$ cat src/rtl/round_robin_fifo_distributor.sv
// Deals one write stream round-robin over four channel FIFOs with independent readers.
// Optional RR_DIST_SKIP_FULL_EN: a write skips full channels instead of being rejected.
module round_robin_fifo_distributor #(
    parameter int DATA_W = 8,
    parameter int DEPTH  = 8
) (
    input  logic                clk,
    input  logic                rst_n,
    input  logic                wen,
    input  logic [DATA_W-1:0]   din,
    input  logic [3:0]          ren,
    output logic [4*DATA_W-1:0] dout,
    output logic [3:0]          valid,
    output logic [3:0]          rerr,
    output logic                werr,
    output logic [3:0]          full,
    output logic [3:0]          empty,
    output logic [1:0]          ptr
);

    localparam int AW = $clog2(DEPTH);
    localparam int CW = AW + 1;

    logic [DATA_W-1:0] mem [4][DEPTH];
    logic [AW-1:0]     head [4];
    logic [AW-1:0]     tail [4];
    logic [CW-1:0]     cnt  [4];

    logic [1:0] target;
    logic [1:0] idx;
    logic       wr_ok;
    logic       wr_go;
    logic [3:0] wsel;
    logic [3:0] rd_go;

    always_comb begin
        for (int i = 0; i < 4; i++) begin
            full[i]  = (cnt[i] == CW'(DEPTH));
            empty[i] = (cnt[i] == '0);
        end
    end

    always_comb begin
        target = ptr;
        idx    = ptr;
        wr_ok  = 1'b0;
`ifdef RR_DIST_SKIP_FULL_EN
        // Scan downward so the nearest non-full channel from ptr wins.
        for (int k = 3; k >= 0; k--) begin
            idx = ptr + 2'(k);
            if (!full[idx]) begin
                target = idx;
                wr_ok  = 1'b1;
            end
        end
`else
        wr_ok = !full[ptr];
`endif
        wr_go = wen & wr_ok;
        for (int i = 0; i < 4; i++) begin
            wsel[i]  = wr_go && (target == 2'(i));
            rd_go[i] = ren[i] & !empty[i];
        end
    end

    always_ff @(posedge clk) begin
        for (int i = 0; i < 4; i++) begin
            if (rst_n && wsel[i]) begin
                mem[i][tail[i]] <= din;
            end
        end
    end

    always_ff @(posedge clk) begin
        if (!rst_n) begin
            ptr   <= '0;
            werr  <= 1'b0;
            dout  <= '0;
            valid <= '0;
            rerr  <= '0;
            for (int i = 0; i < 4; i++) begin
                head[i] <= '0;
                tail[i] <= '0;
                cnt[i]  <= '0;
            end
        end else begin
            werr <= wen & !wr_ok;
            if (wr_go) begin
                ptr <= target + 2'd1;
            end
            for (int i = 0; i < 4; i++) begin
                if (wsel[i]) begin
                    tail[i] <= tail[i] + AW'(1);
                end
                if (rd_go[i]) begin
                    head[i] <= head[i] + AW'(1);
                end
                cnt[i]   <= cnt[i] + CW'(wsel[i]) - CW'(rd_go[i]);
                valid[i] <= rd_go[i];
                rerr[i]  <= ren[i] & empty[i];
                dout[i*DATA_W +: DATA_W] <= rd_go[i] ? mem[i][head[i]] : '0;
            end
        end
    end

endmodule

$ cat config.mk
export PLATFORM = sky130hd
export DESIGN_NAME = round_robin_fifo_distributor
export DESIGN_NICKNAME = d
export VERILOG_FILES = /design/src/rtl/round_robin_fifo_distributor.sv
export SDC_FILE = /design/constraint.sdc
export NUM_CORES = 1
export LEC_CHECK = 0
export BUFFER_PORTS_ARGS = -buffer_cell sky130_fd_sc_hd__buf_2
export CORE_ASPECT_RATIO = 1.2
export CORE_MARGIN = 10
export CORE_UTILIZATION = 50
export CTS_CLUSTER_DIAMETER = 150
export DETAILED_ROUTE_END_ITERATION = 8
export PLACE_DENSITY = 0.75
export SLEW_MARGIN = 20
export SYNTH_ARGS = -nofsm -noshare
export SYNTH_HDL_FRONTEND = slang
export SYNTH_SLANG_ARGS = --single-unit
export TNS_END_PERCENT = 50
$ cat constraint.sdc
create_clock -name clk -period 3.2 [get_ports clk]
set_input_delay 0.64 -clock clk [delete_from_list [all_inputs] [get_ports clk]]
set_output_delay 0.64 -clock clk [all_outputs]
set_load 0.01 [all_outputs]
==> out/qor.csv, run 1 <==
stage;metric;value;unit
sta;setup_tns;0;ps
sta;finalCritPeriodShare;0.911;
finish;layout-drive-gt1-share;0.261;
placed_design;port_buffers;65;
clock_network;cts_tree;built;
finish;mostFrequentLayoutCell;edfxtp_1;
synthesis;synth_compound_area_frac;0.00685;
sta;slew_headroom;0.470;
clock_network;clockRootBuffer;clkbuf_16;
finish;ff_latch_area;9590;um2
sta;setup_ws;285;ps
power;p_leak;5.54;nW
placed_design;hpwlAfterDp;15.5;mm
global_routing;grt_pass1_wl;38.6;mm
synthesis;yosys.cell_types.count;31;
global_routing;grt.total_usage;0.146;
routing;antenna_left;0;
synthesis;synth-seq-area-share;0.719;
synthesis;syn_inst;757;
sta;fin_skew;25.9;ps
global_routing;grt_pass1_vias;6837;
synthesis;synth.area.mux_share;0.133;
synthesis;synthSimpleGateAreaFrac;0.0668;
synthesis;synthTopCellsByArea;edfxtp_1, mux4_2, dfxtp_1, ha_1, mux2i_1;
synthesis;synth_top_area_frac;0.630;
floorplan;start_util;0.508;
routing;dr.pass1.iters;4;
sta;max_clock_freq;343;MHz
synthesis;synth_warnings;0;
sta;hold_ws;330;ps
global_routing;grt_max_degree;33;
sta;rsz0062_at_grt;no;
critical_path;cpLargestDelayFamily;adder cells;
critical_path;crit_path_start_kind;flip-flop;
sta;hold_violations;0;
routing;dr_total_vias;6608;
placed_design;pre_cts_ws;293;ps
routing;drtIter0Drc;471;
finish;mostFrequentLayoutCells;edfxtp_1, buf_2, mux4_2;
sta;slew_viol_final;0;
global_routing;grt_overflow;0;
critical_path;end_kind;flip-flop;
power;powerDensity;784;nW/um2
routing;postRouteWirelength;24.5;mm
clock_network;cts_made_buffers;30;
synthesis;synth_top_area_cell;edfxtp_1;
routing;drc_errors;0;
status;status;complete, no violations;
synthesis;synth_area;13300;um2
finish;fin_nets;916;
floorplan;num_rows;65;
sta;setup_viol;0;
floorplan;ios;66;
synthesis;ys_ff_latch;339;
global_routing;antenna_found_initial;1;
critical_path;critPathArrivalTime;3370;ps
routing;viasPerCell;5.41;
critical_path;critPathKind;reg2reg;
critical_path;cp_slowest_cell;o21ai_2;
clock_network;postCtsSetupBuffers;0;
clock_network;cts-resized-gates;0;
critical_path;max_stage_delay;450;ps
floorplan;die_y;199;um
clock_network;clock_latency;570;ps
routing;wl_per_cell;20.1;um
power;power;12.0;mW
critical_path;crit_required;3660;ps
floorplan;coreArea;26300;um2
synthesis;synth_fa_ha_area_frac;0.0398;
clock_network;postCtsHoldBufs;0;
finish;fillers;1920;
critical_path;cp_max_fo;13;
clock_network;clkTransAtPathRegs;70;ps
synthesis;syn_nets;812;
clock_network;clock_sink_count;339;
sta;tightest_slew;795;ps
synthesis;syn_avg_cell_area;17.6;um2
floorplan;fp.dieArea;33600;um2
finish;multi_input_area;3420;um2
sta;period_minus_slack;2920;ps
clock_network;clk_path_buf_depth;3;
finish;areaGrowthSynthToFinish;14.9;%
flow_run;cap_violations;0;
critical_path;crit_buf_inv;3;
min_path;worstHoldPathType;in2reg;
power;vdd_ir_drop_max;0.322;mV
clock_network;cts.htree.levels;1;
floorplan;die_w;169;um
critical_path;path_cells;inv_1 > ha_1 > nor4bb_1 > nor4_2 > buf_4 > o21ai_2 > inv_1 > ha_1 > fa_1 > xor2_1 > and2_1;
placed_design;gp_congestion;0.789;
synthesis;synth_top_family_by_area;multiplexers;
synthesis;yosys.area_share.xor_xnor;0.0105;
[cell families (layout without fill, tap and decap cells)]
logic type	count (synthesis)	in the layout
adder cells (fa/ha/maj)	40	40
buffers and inverters	77	205
XOR/XNOR	16	16
AO/OA/AOI/OAI	13	13
AND/OR/NAND/NOR	175	175
multiplexers	97	97
flip-flops	339	339
other	0	1
[path summary, 6_finish.rpt]
check             cells after the start       from  slack, ps         to
setup / recovery                     11  cnt[1][2]        280  cnt[2][2]
hold / removal                        3        wen        330       werr
setup reg to reg                     11  cnt[1][2]        280  cnt[2][2]
hold reg to reg                       2     ptr[0]        590     ptr[0]
[final cells by class]
class	instances	area share
antenna	1	0.000163
clock buffer	32	0.0494
clock inverter	24	0.0228
inverter	44	0.0108
multi-input combinational	341	0.223
sequential	339	0.625
tap	335	0.0273
timing repair buffer	105	0.0408
[report_power, final]
part | total (mW) | switching (mW) | internal (mW) | leakage [nW]
registers | 5.51 | 0.346 | 5.16 | 3.04
clock network | 3.97 | 1.59 | 2.38 | 0.535
logic | 2.54 | 1.31 | 1.23 | 1.96
total | 12.0 | 3.25 | 8.77 | 5.54
[metrics by stage]
step,instances,cell area (um2),utilization
after CTS,1220,15300,0.584
after global routing,1220,15300,0.584
after global placement,1164,14200,0.541
after floorplan,757,13300,-
final,1221,15300,0.584
after detailed placement,1164,14200,0.541
[worst register-to-register path: cells and delay by family (launching register included)]
family	cells	cell delay (ps)
AND/OR/NAND/NOR	3	720
flip-flops	1	300
buffers and inverters	3	360
adder cells (fa/ha/maj)	3	820
AO/OA/AOI/OAI	1	450
XOR/XNOR	1	170
[cell usage after synthesis]
| master | count |
|---|---|
| dfxtp_1 | 59 |
| and3_1 | 8 |
| clkbuf_1 | 16 |
| ha_1 | 36 |
| nand3_1 | 8 |
| nor4_1 | 8 |
| buf_1 | 5 |
| mux2i_1 | 33 |
| nand2_1 | 25 |
| a21o_1 | 4 |
| mux4_2 | 64 |
| nand2b_1 | 16 |
| nor2_1 | 57 |
| inv_2 | 1 |
| xnor2_1 | 5 |
| a21oi_1 | 4 |
| inv_1 | 43 |
| o21ai_2 | 4 |
| nor3_1 | 23 |
| fa_1 | 4 |
| xor2_1 | 11 |
| buf_6 | 4 |
| o22ai_1 | 1 |
| nor2b_1 | 1 |
| and2_1 | 19 |
| nor4_2 | 2 |
| nor4bb_1 | 2 |
| edfxtp_1 | 280 |
| nor3_2 | 4 |
| buf_2 | 8 |
| nor4b_1 | 2 |
[flip-flops by register name, summed over array words and instances (netlist names)]
register / count
tail: 12
dout: 32
mem: 256
valid: 4
head: 12
ptr: 2
rerr: 4
cnt: 16
werr: 1
[layer usage]
layer	track usage	wire length, um	vias to the layer above
met1	0.192	10600	3360
met5	0	0	-
met4	0.0461	461	0
met2	0.239	12100	143
li1	-	-	3075
met3	0.0298	1390	30
No activity file was read; power rests on OpenSTA's default activity.
==> inputs of run 2 (changes only) <==
- CTS_BUF_LIST: default -> sky130_fd_sc_hd__clkbuf_4 sky130_fd_sc_hd__clkbuf_8 sky130_fd_sc_hd__clkbuf_16
- PLACE_DENSITY: 0.75 -> 0.67
==> run 2 against run 1 <==
Against the previous run: die area is the same; sequential power barely moved; power is essentially flat; clock-buffer cell count grew 20; hold slack better by 46 ps.
==> out/qor.csv, run 2 (synthesized netlist as in run 1, its figures left out) <==
stage;metric;value;unit;change
status;status;complete, no violations;;
global_routing;grt.total_usage;0.155;;+0.00896
critical_path;crit_path_start_kind;flip-flop;;
finish;layout-drive-gt1-share;0.270;;+0.00947
global_routing;grt_pass1_wl;41.0;mm;+6.2%
clock_network;cts.htree.levels;2;;+1
sta;slew_headroom;0.450;;-0.0206
global_routing;antenna_found_initial;1;;unchanged
clock_network;clockRootBuffer;clkbuf_16;;
min_path;worstHoldPathType;in2reg;;
global_routing;grt.busiest_layer;met2;;
placed_design;post_dp_cell_area;14200;um2;unchanged
floorplan;ios;66;;unchanged
global_routing;grt_overflow;0;;unchanged
critical_path;cp_max_fo;13;;unchanged
global_routing;grt_max_degree;35;;+6.1%
clock_network;postCtsSetupBuffers;0;;unchanged
routing;wl_per_cell;20.9;um;+4.2%
placed_design;gp_congestion;0.766;;-3.0%
sta;slew_viol_final;0;;unchanged
routing;viasPerCell;5.43;;+0.32%
finish;fillers;1953;;+1.7%
routing;dr_total_vias;6656;;+0.73%
power;powerDensity;782;nW/um2;-0.19%
finish;n_antenna_cell;0;;-1
clock_network;postCtsHoldBufs;0;;unchanged
placed_design;hpwlAfterDp;16.4;mm;+5.8%
sta;rsz0062_at_grt;no;;
sta;hold_violations;0;;unchanged
critical_path;critPathArrivalTime;3230;ps;-140 ps
critical_path;end_kind;flip-flop;;
finish;largest_reg_flops;256;;unchanged
finish;multi_input_area;3420;um2;unchanged
power;p_leak;5.58;nW;+0.65%
clock_network;cts_made_buffers;34;;+13%
finish;areaGrowthSynthToFinish;15.2;%;
sta;setup_tns;0;ps;unchanged
clock_network;clk_path_buf_depth;3;;unchanged
floorplan;die_y;199;um;unchanged
routing;antenna_left;0;;unchanged
placed_design;port_buffers;65;;unchanged
power;vdd_ir_drop_max;0.434;mV;+35%
global_routing;use_met1;0.180;;-0.0124
finish;utilization;0.585;;+0.00133
min_path;min_from;wen;;
routing;drtIter0Drc;426;;-9.6%
finish;ff_latch_area;9590;um2;unchanged
floorplan;fp.dieArea;33600;um2;unchanged
finish;fin_area;15400;um2;+0.23%
critical_path;reg2reg_from;cnt[1][2];;
finish;fin_nets;920;;+0.44%
critical_path;crit_required;3590;ps;-70 ps
finish;mostFrequentLayoutCells;edfxtp_1, buf_2, mux4_2;;
routing;drc_errors;0;;unchanged
routing;dr.pass1.iters;5;;+1
floorplan;start_util;0.508;;unchanged
global_routing;grt_pass1_vias;7378;;+7.9%
flow_run;cap_violations;0;;unchanged
clock_network;clock_sink_count;339;;unchanged
global_routing;grtUsageMet2;0.285;;+0.0462
global_routing;use_met3;0.0282;;-0.00158
clock_network;cts_tree;built;;
sta;fin_skew;12.7;ps;-13.3 ps
finish;mostFrequentLayoutCell;edfxtp_1;;
critical_path;crit_path_start;cnt[1][2];;
critical_path;critPathKind;reg2reg;;
sta;period_minus_slack;2840;ps;-75.2 ps
routing;postRouteWirelength;25.7;mm;+4.6%
floorplan;num_rows;65;;unchanged
floorplan;coreArea;26300;um2;unchanged
sta;max_clock_freq;352;MHz;+2.6%
clock_network;clkTransAtPathRegs;60;ps;about the same
clock_network;cts-resized-gates;0;;unchanged
sta;setup_viol;0;;unchanged
clock_network;clock_latency;500;ps;-70 ps
sta;tightest_slew;826;ps;+30.9 ps
sta;finalCritPeriodShare;0.888;;-0.0235
floorplan;die_w;169;um;unchanged
-- run 2: cell types whose count changed in the layout (fill, tap and decap cells not counted) --
| cell | change |
|---|---|
| inv_8 | -1 |
| clkbuf_8 | +4 |
| clkinv_8 | -1 |
| clkinv_2 | -1 |
| clkbuf_4 | +11 |
| bufinv_16 | -7 |
| clkbuf_16 | +7 |
| diode_2 | -1 |
| clkinv_4 | -1 |
| clkbuf_1 | -2 |
| clkinv_1 | -2 |
| inv_6 | -1 |
-- run 2: worst paths after layout --
kind / end / slack (ps) / depth (start not counted)
worst max-delay path: cnt[0][2] / 360 / 10
worst min-delay path: werr / 380 / 3
worst max register to register: cnt[0][2] / 360 / 10
worst min register to register: ptr[1] / 610 / 2
-- run 2: report_power, final --
group	switching [mW]	internal [mW]
Sequential	0.331	5.16
Combinational	1.35	1.22
Clock	1.57	2.39
Total	3.25	8.77
-- run 2: per-stage QoR --
stage               power (mW)  setup slack, ps  hold WS [ps]  cells
floorplan                 7.40              502           564    757
global placement          8.03              494           575   1164
detailed placement        8.20              354           596   1164
CTS                       12.2              334           355   1226
global route              12.7              123           365   1226
finish                    12.0              360           376   1226
-- run 2: layout make-up --
type | instances | area share
flip-flops and latches | 339 | 0.624
multi-input cells | 341 | 0.223
clock buffers | 52 | 0.0692
repair buffers | 105 | 0.0407
well taps | 335 | 0.0273
inverters | 44 | 0.0107
clock inverters | 10 | 0.00529
-- run 2: worst max-delay path: stages (launching register included) --
cell and delay [ps]:
dfxtp_1 300, inv_1 100, ha_1 170, nor4bb_1 460, nor4_2 180, o21ai_2 480, inv_1 100, ha_1 230
fa_1 380, xor2_1 170, and2_1 150
-- run 2: metal layers --
| layer | wire [um] | up-vias |
|---|---|---|
| met5 | 0 | - |
| met4 | 522 | 0 |
| met3 | 994 | 41 |
| met2 | 14100 | 111 |
| met1 | 10000 | 3428 |
| li1 | - | 3076 |
==> inputs of run 3 (changes only) <==
- PLACE_DENSITY: 0.67 -> 0.72
==> run 3 against run 2 <==
Against the previous run: register-to-register slack got worse by 30 ps; maximum frequency decreased by 1.2%; final area decreased by 0.50%; cell count unchanged; clock-buffer cell count decreased by 4; core utilization decreased by 0.29 points; combinational power about the same; sequential power about the same; die area unchanged; largest cell class unchanged; largest power group unchanged.
==> out/qor.csv, run 3 (synthesized netlist as in run 1, its figures left out) <==
stage;metric;value;unit;change
status;status;complete, no violations;;
routing;drc_errors;0;;unchanged
clock_network;clock_latency;540;ps;+40 ps
critical_path;critPathKind;reg2reg;;
floorplan;die_y;199;um;unchanged
routing;antenna_left;0;;unchanged
critical_path;crit_buf_inv;3;;+1
sta;setup_viol;0;;unchanged
clock_network;cts.htree.levels;1;;-1
placed_design;port_buffers;65;;unchanged
clock_network;postCtsHoldBufs;0;;unchanged
finish;fillers;1959;;+0.31%
placed_design;pre_cts_ws;287;ps;-66.8 ps
routing;drtIter0Drc;599;;+41%
critical_path;ff2ff_setup_slack;330;ps;-30 ps
clock_network;clk_path_buf_depth;3;;unchanged
global_routing;grt_pass1_vias;6836;;-7.3%
routing;dr.pass1.iters;5;;unchanged
routing;dr_total_vias;6616;;-0.60%
floorplan;fp.dieArea;33600;um2;unchanged
finish;largest_reg_flops;256;;unchanged
routing;postRouteWirelength;24.6;mm;-4.2%
floorplan;coreArea;26300;um2;unchanged
power;p_leak;5.55;nW;-0.41%
sta;rsz0062_at_grt;no;;
sta;slew_headroom;0.462;;+0.0124
sta;max_clock_freq;348;MHz;-1.2%
global_routing;antenna_found_initial;2;;+1
clock_network;postCtsSetupBuffers;0;;unchanged
routing;viasPerCell;5.40;;-0.60%
clock_network;cts-resized-gates;0;;unchanged
sta;finalCritPeriodShare;0.898;;+0.0109
global_routing;grt.total_usage;0.146;;-0.00854
critical_path;reg2reg_from;cnt[3][2];;
finish;areaGrowthSynthToFinish;14.6;%;
critical_path;crit_path_start;cnt[3][2];;
finish;utilization;0.582;;-0.00291
sta;period_minus_slack;2870;ps;+34.9 ps
sta;slew_viol_final;0;;unchanged
routing;wl_per_cell;20.1;um;-4.2%
global_routing;grt_pass1_wl;38.9;mm;-5.1%
floorplan;start_util;0.508;;unchanged
floorplan;die_w;169;um;unchanged
global_routing;grt_max_degree;33;;-5.7%
critical_path;crit_required;3640;ps;+50 ps
sta;hold_ws;357;ps;-19.6 ps
finish;fin_nets;921;;+0.11%
flow_run;cap_violations;0;;unchanged
sta;tightest_slew;807;ps;-18.6 ps
critical_path;max_stage_delay;450;ps;-30 ps
sta;hold_violations;0;;unchanged
power;powerDensity;764;nW/um2;-2.3%
clock_network;clock_sink_count;339;;unchanged
finish;mostFrequentLayoutCell;edfxtp_1;;
min_path;worstHoldPathType;in2reg;;
placed_design;gp_congestion;0.772;;+0.81%
critical_path;cpLargestDelayFamily;adder cells;;
critical_path;path_cells;inv_1 > ha_1 > nor4bb_1 > nor4_2 > buf_4 > o21ai_2 > inv_1 > ha_1 > fa_1 > xor2_1 > and2_1;;
critical_path;cp_max_fo;13;;unchanged
floorplan;num_rows;65;;unchanged
global_routing;grt_overflow;0;;unchanged
sta;setup_tns;0;ps;unchanged
clock_network;clockRootBuffer;clkbuf_16;;
finish;mostFrequentLayoutCells;edfxtp_1, buf_2, mux4_2;;
clock_network;cts_tree;built;;
critical_path;end_kind;flip-flop;;
power;vdd_ir_drop_max;0.340;mV;-22%
clock_network;cts_made_buffers;31;;-8.8%
min_path;min_from;ren[1];;
placed_design;hpwlAfterDp;15.7;mm;-4.3%
finish;layout-drive-gt1-share;0.269;;-0.00194
floorplan;ios;66;;unchanged
sta;setup_ws;325;ps;-34.9 ps
critical_path;critPathArrivalTime;3310;ps;+80 ps
sta;fin_skew;6.06;ps;-6.63 ps
critical_path;cp_slowest_cell;nor4bb_1;;
clock_network;clkTransAtPathRegs;60;ps;about the same
critical_path;crit_path_start_kind;flip-flop;;
==> run 3: changes by cell type in the layout (fill, tap and decap cells not counted) <==
cell        previous run  this run
clkbuf_16             37        32
buf_4                 40        44
clkbuf_8               4         7
clkinvlp_4             3         0
clkbuf_4              11         9
clkinv_1               1         2
clkinv_4               0         1
diode_2                0         1
==> run 3: power breakdown <==
part | switching (mW) | internal, mW
combinational | 1.32 | 1.22
clock | 1.51 | 2.15
sequential | 0.330 | 5.16
total | 3.16 | 8.53
==> run 3: path summary, 6_finish.rpt <==
| path | to | cells after the start |
|---|---|---|
| worst max-delay path | cnt[1][2] | 11 |
| worst min-delay path | rerr[1] | 2 |
| worst max register to register | cnt[1][2] | 11 |
| worst min register to register | ptr[1] | 2 |
==> run 3: layer usage <==
layer  share of wire  wire (um)  GRT usage  up-vias
met1            0.42      10400      0.191     3368
met2            0.50      12300      0.246      124
met4           0.019        468     0.0390        2
met3           0.055       1350     0.0292       38
li1                -          -          -     3084
met5         0.00028          7          0        -
==> run 3: cell type report <==
cell class	instances	area (um2)	area share
flip-flops and latches	339	9590	0.627
multi-input cells	341	3420	0.224
clock buffers	48	965	0.0631
repair buffers	109	656	0.0429
well taps	335	419	0.0274
inverters	44	165	0.0108
clock inverters	9	71.3	0.00466
diodes	1	2.50	0.000164
==> run 3: stage by stage <==
step                instances  total power, mW  area [um2]
floorplan                 757             7.40       13300
global placement         1168             8.12       14300
detailed placement       1168             8.17       14300
CTS                      1225             11.8       15300
global route             1225             12.3       15300
finish                   1226             11.7       15300
